--- src/rtl/iterative_multiplier_pkg.sv ---
// Shared ALU definitions for the iterative shift-add multiplier:
// FSM state type, default operand width and counter sizing helper.
package iterative_multiplier_pkg;

   // Two-bit state code; the fourth code is unused and recovers to IDLE.
   typedef enum logic [1:0] {
      IDLE = 2'b00,
      RUN  = 2'b01,
      SIGN = 2'b10
   } state_t;

   localparam int MUL_WIDTH_DEFAULT = 16;

   // Iteration counter must be able to hold WIDTH.
   function automatic int cnt_width(input int width);
      return $clog2(width + 1);
   endfunction

endpackage

--- src/rtl/iterative_multiplier_adder.sv ---
// Parametrised ripple-carry adder with carry-in and carry-out, used
// once per RUN cycle to fold the multiplicand into the accumulator.
module n_bit_adder #(
   parameter int WIDTH = 16
) (
   input  logic [WIDTH-1:0] a,
   input  logic [WIDTH-1:0] b,
   input  logic             cin,
   output logic [WIDTH-1:0] sum,
   output logic             cout
);

   logic [WIDTH:0] carry;

   // Bitwise ripple of the carry from LSB to MSB.
   always_comb begin
      carry[0] = cin;
      for (int i = 0; i < WIDTH; i++) begin
         sum[i]       = a[i] ^ b[i] ^ carry[i];
         carry[i + 1] = (a[i] & b[i]) | (carry[i] & (a[i] ^ b[i]));
      end
      cout = carry[WIDTH];
   end

endmodule

--- src/rtl/iterative_multiplier.sv ---
// Sequential shift-add multiplier: one partial product per clock through a
// single WIDTH-bit adder. Signed operands are reduced to magnitudes up front
// and the sign is reapplied in a final SIGN cycle, so the datapath itself is
// purely unsigned. Result arrives WIDTH+1 clocks after an accepted start.
module iterative_multiplier
   import iterative_multiplier_pkg::*;
#(
   parameter int WIDTH = MUL_WIDTH_DEFAULT
) (
   input  logic                 clk,
   input  logic                 rst,
   input  logic                 start,
   input  logic                 signed_mode,
   input  logic [WIDTH-1:0]     a,
   input  logic [WIDTH-1:0]     b,
   output logic                 busy,
   output logic                 done,
   output logic [2*WIDTH-1:0]   product
);

   localparam int CNT_W = cnt_width(WIDTH);
   localparam logic [WIDTH-1:0]   ONE_W    = {{(WIDTH-1){1'b0}}, 1'b1};
   localparam logic [2*WIDTH-1:0] ONE_P    = {{(2*WIDTH-1){1'b0}}, 1'b1};
   localparam logic [CNT_W-1:0]   CNT_ONE  = CNT_W'(1);
   localparam logic [CNT_W-1:0]   CNT_LAST = CNT_W'(WIDTH - 1);

   state_t               state_q, state_d;
   logic                 neg_q, neg_d;
   logic [WIDTH-1:0]     mag_a_q, mag_a_d;
   logic [WIDTH-1:0]     hi_q, hi_d;
   logic [WIDTH-1:0]     lo_q, lo_d;
   logic [CNT_W-1:0]     cnt_q, cnt_d;
   logic [2*WIDTH-1:0]   product_q, product_d;
   logic                 done_q, done_d;

   logic [WIDTH-1:0]     a_mag, b_mag;
   logic [WIDTH-1:0]     add_b, add_sum;
   logic                 add_cout;
   logic [2*WIDTH-1:0]   acc, acc_neg;

   // The multiplicand only enters the sum when the current multiplier bit is set.
   assign add_b = lo_q[0] ? mag_a_q : '0;

   n_bit_adder #(
      .WIDTH (WIDTH)
   ) u_adder (
      .a    (hi_q),
      .b    (add_b),
      .cin  (1'b0),
      .sum  (add_sum),
      .cout (add_cout)
   );

   // Operand magnitudes and the signed result of the finished accumulator.
   always_comb begin
      a_mag   = (signed_mode && a[WIDTH-1]) ? (~a + ONE_W) : a;
      b_mag   = (signed_mode && b[WIDTH-1]) ? (~b + ONE_W) : b;
      acc     = {hi_q, lo_q};
      acc_neg = ~acc + ONE_P;
   end

   // Next-state and datapath update for the IDLE -> RUN -> SIGN sequence.
   always_comb begin
      state_d   = state_q;
      neg_d     = neg_q;
      mag_a_d   = mag_a_q;
      hi_d      = hi_q;
      lo_d      = lo_q;
      cnt_d     = cnt_q;
      product_d = product_q;
      done_d    = 1'b0;

      case (state_q)
         IDLE: begin
            if (start) begin
               neg_d   = signed_mode & (a[WIDTH-1] ^ b[WIDTH-1]);
               mag_a_d = a_mag;
               hi_d    = '0;
               lo_d    = b_mag;
               cnt_d   = '0;
               state_d = RUN;
            end
         end
         RUN: begin
            // Shift {carry, sum, lo} right by one: the consumed multiplier bit
            // drops off lo while the settled product bit moves in from the top.
            hi_d  = {add_cout, add_sum[WIDTH-1:1]};
            lo_d  = {add_sum[0], lo_q[WIDTH-1:1]};
            cnt_d = cnt_q + CNT_ONE;
            if (cnt_q == CNT_LAST) begin
               state_d = SIGN;
            end
         end
         SIGN: begin
            // Negating a zero accumulator yields zero, so no -0 can appear.
            product_d = neg_q ? acc_neg : acc;
            done_d    = 1'b1;
            state_d   = IDLE;
         end
         default: begin
            state_d = IDLE;
         end
      endcase
   end

   // All state and datapath registers; reset aborts any operation in flight.
   always_ff @(posedge clk or posedge rst) begin
      if (rst) begin
         state_q   <= IDLE;
         neg_q     <= 1'b0;
         mag_a_q   <= '0;
         hi_q      <= '0;
         lo_q      <= '0;
         cnt_q     <= '0;
         product_q <= '0;
         done_q    <= 1'b0;
      end else begin
         state_q   <= state_d;
         neg_q     <= neg_d;
         mag_a_q   <= mag_a_d;
         hi_q      <= hi_d;
         lo_q      <= lo_d;
         cnt_q     <= cnt_d;
         product_q <= product_d;
         done_q    <= done_d;
      end
   end

   assign busy    = (state_q == RUN) || (state_q == SIGN);
   assign done    = done_q;
   assign product = product_q;

endmodule

--- config.mk ---
export PLATFORM = sky130hd
export DESIGN_NAME = iterative_multiplier
export DESIGN_NICKNAME = d
export VERILOG_FILES = /design/src/rtl/iterative_multiplier_pkg.sv /design/src/rtl/iterative_multiplier_adder.sv /design/src/rtl/iterative_multiplier.sv
export SDC_FILE = /design/constraint.sdc
export NUM_CORES = 1
export LEC_CHECK = 0
export ABC_AREA = 1
export CORE_AREA = 2 2 110 112
export CTS_CLUSTER_DIAMETER = 50
export DETAILED_ROUTE_END_ITERATION = 6
export DIE_AREA = 0 0 112 114
export PLACE_DENSITY = 0.82
export SYNTH_ARGS = -nofsm -noshare
export SYNTH_HDL_FRONTEND = slang
export SYNTH_HIERARCHICAL = 1
export SYNTH_SLANG_ARGS = --single-unit
--- constraint.sdc ---
create_clock -name clk -period 6.6 [get_ports clk]
set_input_delay 1.32 -clock clk [delete_from_list [all_inputs] [get_ports clk]]
set_output_delay 1.32 -clock clk [all_outputs]
set_load 0.03 [all_outputs]
==> impl_metrics.yaml, run 1 <==
status:
  status: "finished, final reports clean"
logic_synthesis:
  netlist_instances: 798
  synthAdderAreaFrac_pct: 7.69
  synth_area_um2: 5790
  avgSynthCellArea_um2: 7.26
  mappedNetlistNets: 860
  synth_compound_area_share_pct: 11.2
  synth-simple-area-share_pct: 30.6
  yosysWarnings: 6
  ys_types: 37
  synthMuxAreaShare_pct: 0
  ys_ff_latch: 89
  synth-xor-area-share_pct: 2.72
  synth_top_family_by_area: "simple AND/OR/NAND/NOR gates"
  synth_seq_area_share_pct: 38.4
clocking:
  cts_buffer_depth: 2
  insertion_delay_ns: 0.35
  cts_hold_buf: 0
  cts_buffers: 9
  postCtsSetupBuffers: 0
  cts.clk_slew.worst_paths_ns: 0.06
  htree_num_levels: 3
  clock_sinks: 89
  cts_root_buffer: "clkbuf_16"
  cts_tree: "built"
global_route:
  grt-ovfl-total: 0
  antenna_found_initial: 0
  grt_pass1_wl_um: 23400
  first_global_vias: 4810
  gr-usage-all-layers_pct: 22.5
  grt_max_degree: 56
worst_setup_path:
  cp.required_ns: 6.88
  startpoint_type: "flop"
  cp_max_fo: 2
  r2r-start: "lo_q[0]"
  r2r_cells: 24
  crit_arrival_ns: 6.73
  path_class: "flop to flop"
  worstReg2RegEnd: "hi_q[14]"
  cp-end-kind: "flop"
  rrSetupSlack_ns: 0.14
placed_design:
  globalplace.congestion: 0.926
  hpwl_um: 9910
  io_buffers: 69
  dp_slack_ns: -0.126
floorplan:
  row_count: 40
  coreArea_um2: 11700
  pin_count: 70
  die_area_um2: 12800
  dieHeight_um: 114
  initial_core_util_pct: 49.5
  dieWidth_um: 112
routing:
  dr.pass1.iters: 7
  drcViolationCount: 0
  detail-route-antenna-nets: 0
  wl_per_cell_um: 13.4
  wl_um: 13500
  vias_per_cell: 5.17
  vias: 5201
  first_iter_violations: 426
power:
  power_uw: 3340
  leakage_uw: 0.00339
  ir_drop_v: 0.000359
  power_density_nw_per_um2: 485
timing:
  fin_crit_sh_pct: 97.9
  worstMarginPinSlew_ns: 0.894
  rsz0062_at_grt: "true"
  max_freq_mhz: 155
  maxSlewViolCount: 0
  skew_ns: 0.00444
  fin_ws_ns: 0.142
  period_needed_ns: 6.46
  slew_headroom_pct: 40.4
  finalHoldViolations: 0
  setup_violations: 0
final_layout:
  num_antenna_cells: 0
  drive_gt1_share_pct: 6.75
  final_nets: 916
  area_growth_pct: 19.0
hold_path:
  hold_class: "flop to flop"
  worstHoldEndpoint: "product[30]"
  min_delay_path_depth: 2
  min_from: "product[30]"
flow_run:
  maxCapViolCount: 0
==> metal layers <==
layer,vias to the layer above,track usage [%],wire length (µm)
met5,-,0,0
met4,0,6.02,238
met3,22,3.03,715
met2,158,34.2,5820
met1,2362,34.1,6680
li1,2659,-,-
==> sequential cells by signal, indices dropped and copies added (netlist names) <==
| register | flops |
|---|---|
| hi_q | 16 |
| done | 1 |
| product | 32 |
| state_q | 2 |
| lo_q | 16 |
| neg_q | 1 |
| mag_a_q | 16 |
| cnt_q | 5 |
==> what timing repair did <==
| action | 4_1_cts | 5_1_grt |
|---|---|---|
| endpoints found under the setup margin | 1 | 1 |
| pin swaps | 0 | 1 |
| resized for setup | 4 | 4 |
==> synthesized netlist by cell type, drive strengths merged <==
library cell	n	area, µm²
nand2	236	916
inv	95	359
dfrtp	89	2230
o21ai	86	434
nor2	82	338
nand3	78	405
a21oi	30	150
xor2	17	149
fa	16	320
buf	15	109
clkbuf	15	67.6
ha	10	125
nand4	10	62.6
o211ai	5	37.5
nand3b	4	30.0
nor3	2	10.0
o21bai	2	15.0
o22ai	2	12.5
and2	1	6.26
conb	1	3.75
or2	1	6.26
xnor2	1	8.76
==> kinds of logic (layout without fill, tap and decap cells) <==
logic type      Yosys count  count (layout)
other cells               1               1
simple gates            414             414
compound gates          125             125
fa+ha+maj                26              26
flops                    89              89
xor+xnor                 18              18
buf+inv                 125             186
==> through the flow <==
step | std cells | utilization (%) | hold slack, ns | TNS [ns] | instance area, µm²
after floorplan | 798 | - | 0.449 | 0 | 5810
after global placement | 990 | 56.0 | 0.464 | -0.0356 | 6550
final | 1006 | 58.9 | 0.482 | 0 | 6890
after detailed placement | 990 | 56.0 | 0.470 | -0.126 | 6550
after CTS | 1006 | 58.8 | 0.485 | 0 | 6890
after global routing | 1006 | 58.9 | 0.502 | -0.0994 | 6890
==> area by class of cell <==
cell class	count	area [µm²]
multi-input combinational	584	3060
clock buffer	14	264
tap	147	184
clock inverter	2	60.1
sequential	89	2230
inverter	95	360
timing repair buffer	75	736
fill	1083	4820
==> critical path: stages (launching register included) <==
cell and delay (ns):
dfrtp_1 0.38, nand2_1 0.07, inv_1 0.05, fa_1 0.37
inv_1 0.07, fa_1 0.15, inv_1 0.05, fa_2 0.34
fa_2 0.37, fa_2 0.34, fa_2 0.35, fa_2 0.34
fa_2 0.34, fa_2 0.36, fa_2 0.35, fa_2 0.35
fa_2 0.35, fa_2 0.34, fa_2 0.36, fa_2 0.35
inv_2 0.06, fa_1 0.40, inv_1 0.06, nand3_1 0.06
o21ai_1 0.11
==> how the worst max path moves through the flow <==
stage	end	slack, ns	cells past startpoint	start
floorplan	hi_q[14]	0.005	25	lo_q[0]
global placement	hi_q[14]	-0.04	24	lo_q[0]
detailed placement	hi_q[14]	-0.13	24	lo_q[0]
CTS	hi_q[14]	0.03	24	lo_q[0]
global route	hi_q[14]	-0.1	24	lo_q[0]
finish	hi_q[14]	0.14	24	lo_q[0]
==> cell usage in the layout (no fill, tap or decap), types with 17 or more instances in the layout <==
master and count:
clkdlybuf4s50_1 69, nand3_1 75, a21oi_1 30, nand2_1 230, inv_1 85, dfrtp_1 89
o21ai_0 39, nor2_1 76, xor2_1 17, o21ai_1 46
==> power by group <==
group          total, µW  internal (µW)  switching [µW]  leakage [µW]
registers           1020            794             222       0.00112
logic               1760            643            1120       0.00212
clock network        568            353             215      0.000157
total               3340           1790            1560       0.00339
No activity file was read; power rests on OpenSTA's default activity.
==> run 2: changes to the inputs <==
CORE_AREA = 2 2 103 105   (was 2 2 110 112)
DIE_AREA = 0 0 105 107   (was 0 0 112 114)
DONT_BUFFER_PORTS = 1   (was not set)
==> run 2 against run 1 <==
Sequential cell count did not move. Maximum frequency fell by 0.76%. Worst setup slack got worse by 0.049 ns. Critical path depth did not move. First-iteration DRC count fell by 24%. Final cell count fell by 7.7%. Clock skew rose by 0.0091 ns. Combinational power fell by 23%. Register-to-register slack got worse by 0.05 ns. Design area fell by 12%. Critical path type unchanged.
==> impl_metrics.yaml, run 2 (synthesis gave the netlist of run 1 again) <==
status:
  status: "finished, final reports clean"
clocking:
  insertion_delay_ns: 0.37
  cts_root_buffer: "clkbuf_8"
  cts.clk_slew.worst_paths_ns: 0.09
  htree_num_levels: 3
  cts_buffer_depth: 2
  cts_buffers: 9
  cts_tree: "built"
  clock_sinks: 89
worst_setup_path:
  crit_path_frequent_cell: "fa_2"
  startpoint_type: "flop"
  cp_max_fo: 2
  cpPeakStageDelay_ns: 0.40
  crit_chain: "nand2_1 > inv_1 > fa_1 > inv_1 > fa_1 > inv_1 > fa_2 > fa_2 > fa_2 > fa_2 > fa_2 > fa_2 > fa_2 > fa_2 > fa_2 > fa_2 > fa_2 > fa_2 > fa_1 > inv_1 > fa_1 > inv_1 > nand3_1 > o21ai_1"
  crit_arrival_ns: 6.80
  cp.required_ns: 6.90
  crit_slowest_cell: "fa_1"
  cp-end-kind: "flop"
  path_class: "flop to flop"
timing:
  maxSlewViolCount: 0
  rsz0062_at_grt: "true"
  skew_ns: 0.0136
  fin_crit_sh_pct: 98.6
  worstMarginPinSlew_ns: 1.08
  finalHoldViolations: 0
  period_needed_ns: 6.51
  slew_headroom_pct: 27.8
  setup_violations: 0
  max_freq_mhz: 154
final_layout:
  largest_register_ffs: 32
  final_cells: 929
  final_cell_mix: "nand2_1 (230), dfrtp_1 (89), inv_1 (86)"
  seq_area_um2: 2230
  drive_gt1_share_pct: 7.82
  fillers: 951
  multi_input_area_um2: 3060
  area_growth_pct: 4.71
  final_nets: 850
  num_antenna_cells: 0
  final_common_cell: "nand2_1"
global_route:
  gr-usage-all-layers_pct: 25.2
  grt_pass1_wl_um: 23000
  grt-ovfl-total: 0
  antenna_found_initial: 0
  first_global_vias: 4856
  grt_max_degree: 90
power:
  leakage_uw: 0.00308
  power_uw: 2930
  power_density_nw_per_um2: 483
  ir_drop_v: 0.000304
floorplan:
  dieHeight_um: 107
  coreArea_um2: 10100
  row_count: 37
  dieWidth_um: 105
  initial_core_util_pct: 57.4
  pin_count: 70
  die_area_um2: 11200
routing:
  vias_per_cell: 5.46
  vias: 5076
  wl_um: 13300
  first_iter_violations: 324
  drcViolationCount: 0
  detail-route-antenna-nets: 0
  wl_per_cell_um: 14.3
  dr.pass1.iters: 6
placed_design:
  hpwl_um: 9990
  io_buffers: 0
  globalplace.congestion: 0.963
  place_inst: 911
hold_path:
  hold_class: "flop to flop"
flow_run:
  maxCapViolCount: 0
-- run 2: worst max-delay path: cells and delay by family (launching register included) --
| kind | cells | cell delay, ns |
|---|---|---|
| AOI/OAI and AO/OA | 1 | 0.11 |
| adders and majority gates | 16 | 5.50 |
| buffers and inverters | 5 | 0.31 |
| DFF | 1 | 0.39 |
| and+or+nand+nor | 2 | 0.12 |
-- run 2: cell type report --
type	count	area share, %
clock buffers	10	2.27
clock inverters	6	0.701
inverters	95	5.94
multi-input cells	584	50.5
flip-flops and latches	89	36.7
well taps	136	2.81
repair buffers	9	1.11
-- run 2: through the flow --
stage               instance area [µm²]  TNS, ns  utilization (%)  hold WS (ns)  setup slack [ns]
finish                             6070        0             60.1         0.493            0.0926
global route                       6070   -0.121             60.1         0.516            -0.121
CTS                                6050        0             59.9         0.493            0.0472
detailed placement                 5860   -0.133             58.0         0.471            -0.133
global placement                   5860  -0.0229             58.0         0.467           -0.0229
floorplan                          5810        0                -         0.449           0.00495
-- run 2: power breakdown --
part           leakage [µW]  switching [µW]  internal, µW
clock network     0.0000887             206           148
logic               0.00187             878           473
registers           0.00112             434           790
total               0.00308            1520          1410
-- run 2: worst paths after layout --
| kind | from | endpoint | slack (ns) | cells after the start |
|---|---|---|---|---|
| max | mag_a_q[0] | hi_q[14] | 0.09 | 24 |
| min | mag_a_q[2] | mag_a_q[2] | 0.49 | 2 |
| max reg2reg | mag_a_q[0] | hi_q[14] | 0.09 | 24 |
| min reg2reg | mag_a_q[2] | mag_a_q[2] | 0.49 | 2 |
| max in group asynchronous | rst | done | 4.74 | 2 |
| min in group asynchronous | rst | product[29] | 1.19 | 2 |
-- run 2: what timing repair did --
item / 4_1_cts / 5_1_grt
gates resized for setup: 4 / 2
endpoints found under the setup margin: 1 / 2
setup buffers: 0 / 2
hold buffers: 0 / 0
-- run 2: per-layer routing --
| metal | GRT usage [%] | wire (µm) |
|---|---|---|
| met3 | 4.56 | 975 |
| met1 | 36.2 | 6210 |
| met5 | 0 | 0 |
| met4 | 6.95 | 206 |
| met2 | 39.4 | 5870 |
==> run 3: changes to the inputs <==
GPL_ROUTABILITY_DRIVEN = 0   (was not set)
HOLD_SLACK_MARGIN = 0.1   (was not set)
==> run 3 against run 2 <==
Design area is 0.14% higher. Sequential power hardly changed. Clock power is 8.2% higher. Final cell count is 0.11% lower. Power is 1.6% higher. Non-clock buffer count is 1 lower. Global-route usage is 0.43 points higher.
==> impl_metrics.yaml, run 3 (synthesis gave the netlist of run 1 again) <==
floorplan:
  pin_count: 70
  coreArea_um2: 10100
  row_count: 37
  die_area_um2: 11200
  dieHeight_um: 107
  initial_core_util_pct: 57.4
  dieWidth_um: 105
routing:
  wl_per_cell_um: 14.7
  vias: 5192
  first_iter_violations: 387
  detail-route-antenna-nets: 0
  drcViolationCount: 0
  dr.pass1.iters: 5
  vias_per_cell: 5.59
  wl_um: 13600
timing:
  setup_violations: 0
  fin_ws_ns: 0.129
  maxSlewViolCount: 0
  worstMarginPinSlew_ns: 1.10
  period_needed_ns: 6.47
  holdWs_ns: 0.495
  slew_headroom_pct: 26.7
  setup_tns_ns: 0
  max_freq_mhz: 155
  finalHoldViolations: 0
  fin_crit_sh_pct: 98.0
  rsz0062_at_grt: "true"
  skew_ns: 0.00749
worst_setup_path:
  cp_max_fo: 2
  startpoint: "lo_q[0]"
  crit_path_frequent_cell: "fa_2"
  crit_chain: "nand2_1 > inv_1 > fa_1 > inv_1 > fa_1 > inv_1 > fa_2 > fa_2 > fa_2 > fa_2 > fa_2 > fa_2 > fa_2 > fa_2 > fa_2 > fa_2 > fa_2 > fa_2 > fa_1 > inv_1 > fa_1 > inv_1 > nand3_1 > o21ai_1"
  crit_arrival_ns: 6.77
  startpoint_type: "flop"
  r2r-start: "lo_q[0]"
  rrSetupSlack_ns: 0.13
  worstReg2RegEnd: "hi_q[14]"
  crit_slowest_cell: "fa_1"
  cpPeakStageDelay_ns: 0.40
  endpoint: "hi_q[14]"
  cp.required_ns: 6.90
  r2r_cells: 24
  path_class: "flop to flop"
  cp-end-kind: "flop"
power:
  power_uw: 2980
  power_density_nw_per_um2: 490
  ir_drop_v: 0.000250
  leakage_uw: 0.00308
hold_path:
  hold_class: "flop to flop"
placed_design:
  dp_slack_ns: -0.119
  io_buffers: 0
  hpwl_um: 10200
  place_inst: 910
clocking:
  htree_num_levels: 3
  cts_buffer_depth: 2
  insertion_delay_ns: 0.37
  cts_hold_buf: 0
  cts_tree: "built"
  cts_buffers: 9
  cts_root_buffer: "clkbuf_8"
  cts.clk_slew.worst_paths_ns: 0.09
  clock_sinks: 89
final_layout:
  seq_area_um2: 2230
  num_antenna_cells: 0
  final_nets: 849
  largest_register_ffs: 32
  drive_gt1_share_pct: 7.58
  final_cells: 928
  area_growth_pct: 4.86
  fillers: 956
  multi_input_area_um2: 3060
  final_cell_mix: "nand2_1 (230), dfrtp_1 (89), inv_1 (86)"
  final_common_cell: "nand2_1"
global_route:
  grt_pass1_wl_um: 23200
  grt_max_degree: 90
  first_global_vias: 4905
  grt-ovfl-total: 0
  gr-usage-all-layers_pct: 25.6
  antenna_found_initial: 0
status:
  status: "finished, final reports clean"
flow_run:
  maxCapViolCount: 0
==> run 3: layer usage <==
layer / global-route usage (%) / share of wire [%] / up-vias
met1: 36.3 / 46 / 2432
met3: 5.84 / 8.4 / 21
met2: 39.7 / 44 / 221
met5: 0 / 0 / -
met4: 7.52 / 1.6 / 0
li1: - / - / 2518
==> run 3: area by class of cell <==
cell class / instances / area share, %
Clock inverter: 5 / 0.906
Timing Repair Buffer: 8 / 0.989
Tap cell: 136 / 2.80
Sequential cell: 89 / 36.7
Multi-Input combinational cell: 584 / 50.4
Clock buffer: 11 / 2.33
Inverter: 95 / 5.93
==> run 3: worst min path at each step <==
| stage | start | to | slack (ns) | depth (start not counted) |
|---|---|---|---|---|
| 5_1_grt | mag_a_q[11] | mag_a_q[11] | 0.52 | 2 |
| 3_5_place_dp | mag_a_q[7] | mag_a_q[7] | 0.47 | 2 |
| 3_3_place_gp | mag_a_q[7] | mag_a_q[7] | 0.47 | 2 |
| 4_1_cts | mag_a_q[7] | mag_a_q[7] | 0.49 | 2 |
| 6_report | mag_a_q[7] | mag_a_q[7] | 0.49 | 2 |
| 2_1_floorplan | mag_a_q[11] | mag_a_q[11] | 0.45 | 2 |
==> run 3: worst max-delay path: cells and delay by family (launching register included) <==
family	cells	cell delay, ns
buf+inv	5	0.30
simple gates	2	0.13
flops	1	0.38
compound gates	1	0.10
fa+ha+maj	16	5.45
==> run 3: per-stage QoR <==
stage	utilization, %	cell area [µm²]
global placement	57.9	5850
CTS	60.0	6050
finish	60.2	6070
detailed placement	57.9	5850
floorplan	-	5810
global route	60.2	6070
==> run 3: timing repair <==
action	4_1_cts	5_1_grt
gates resized for setup	4	2
pin swaps	0	0
buffers inserted	0	2
setup endpoints to repair	1	2
==> run 3: where the power goes <==
group	total [µW]	switching, µW	internal [µW]	leakage (µW)
sequential	1230	438	790	0.00112
clock	382	198	184	0.0000953
combinational	1370	893	472	0.00187
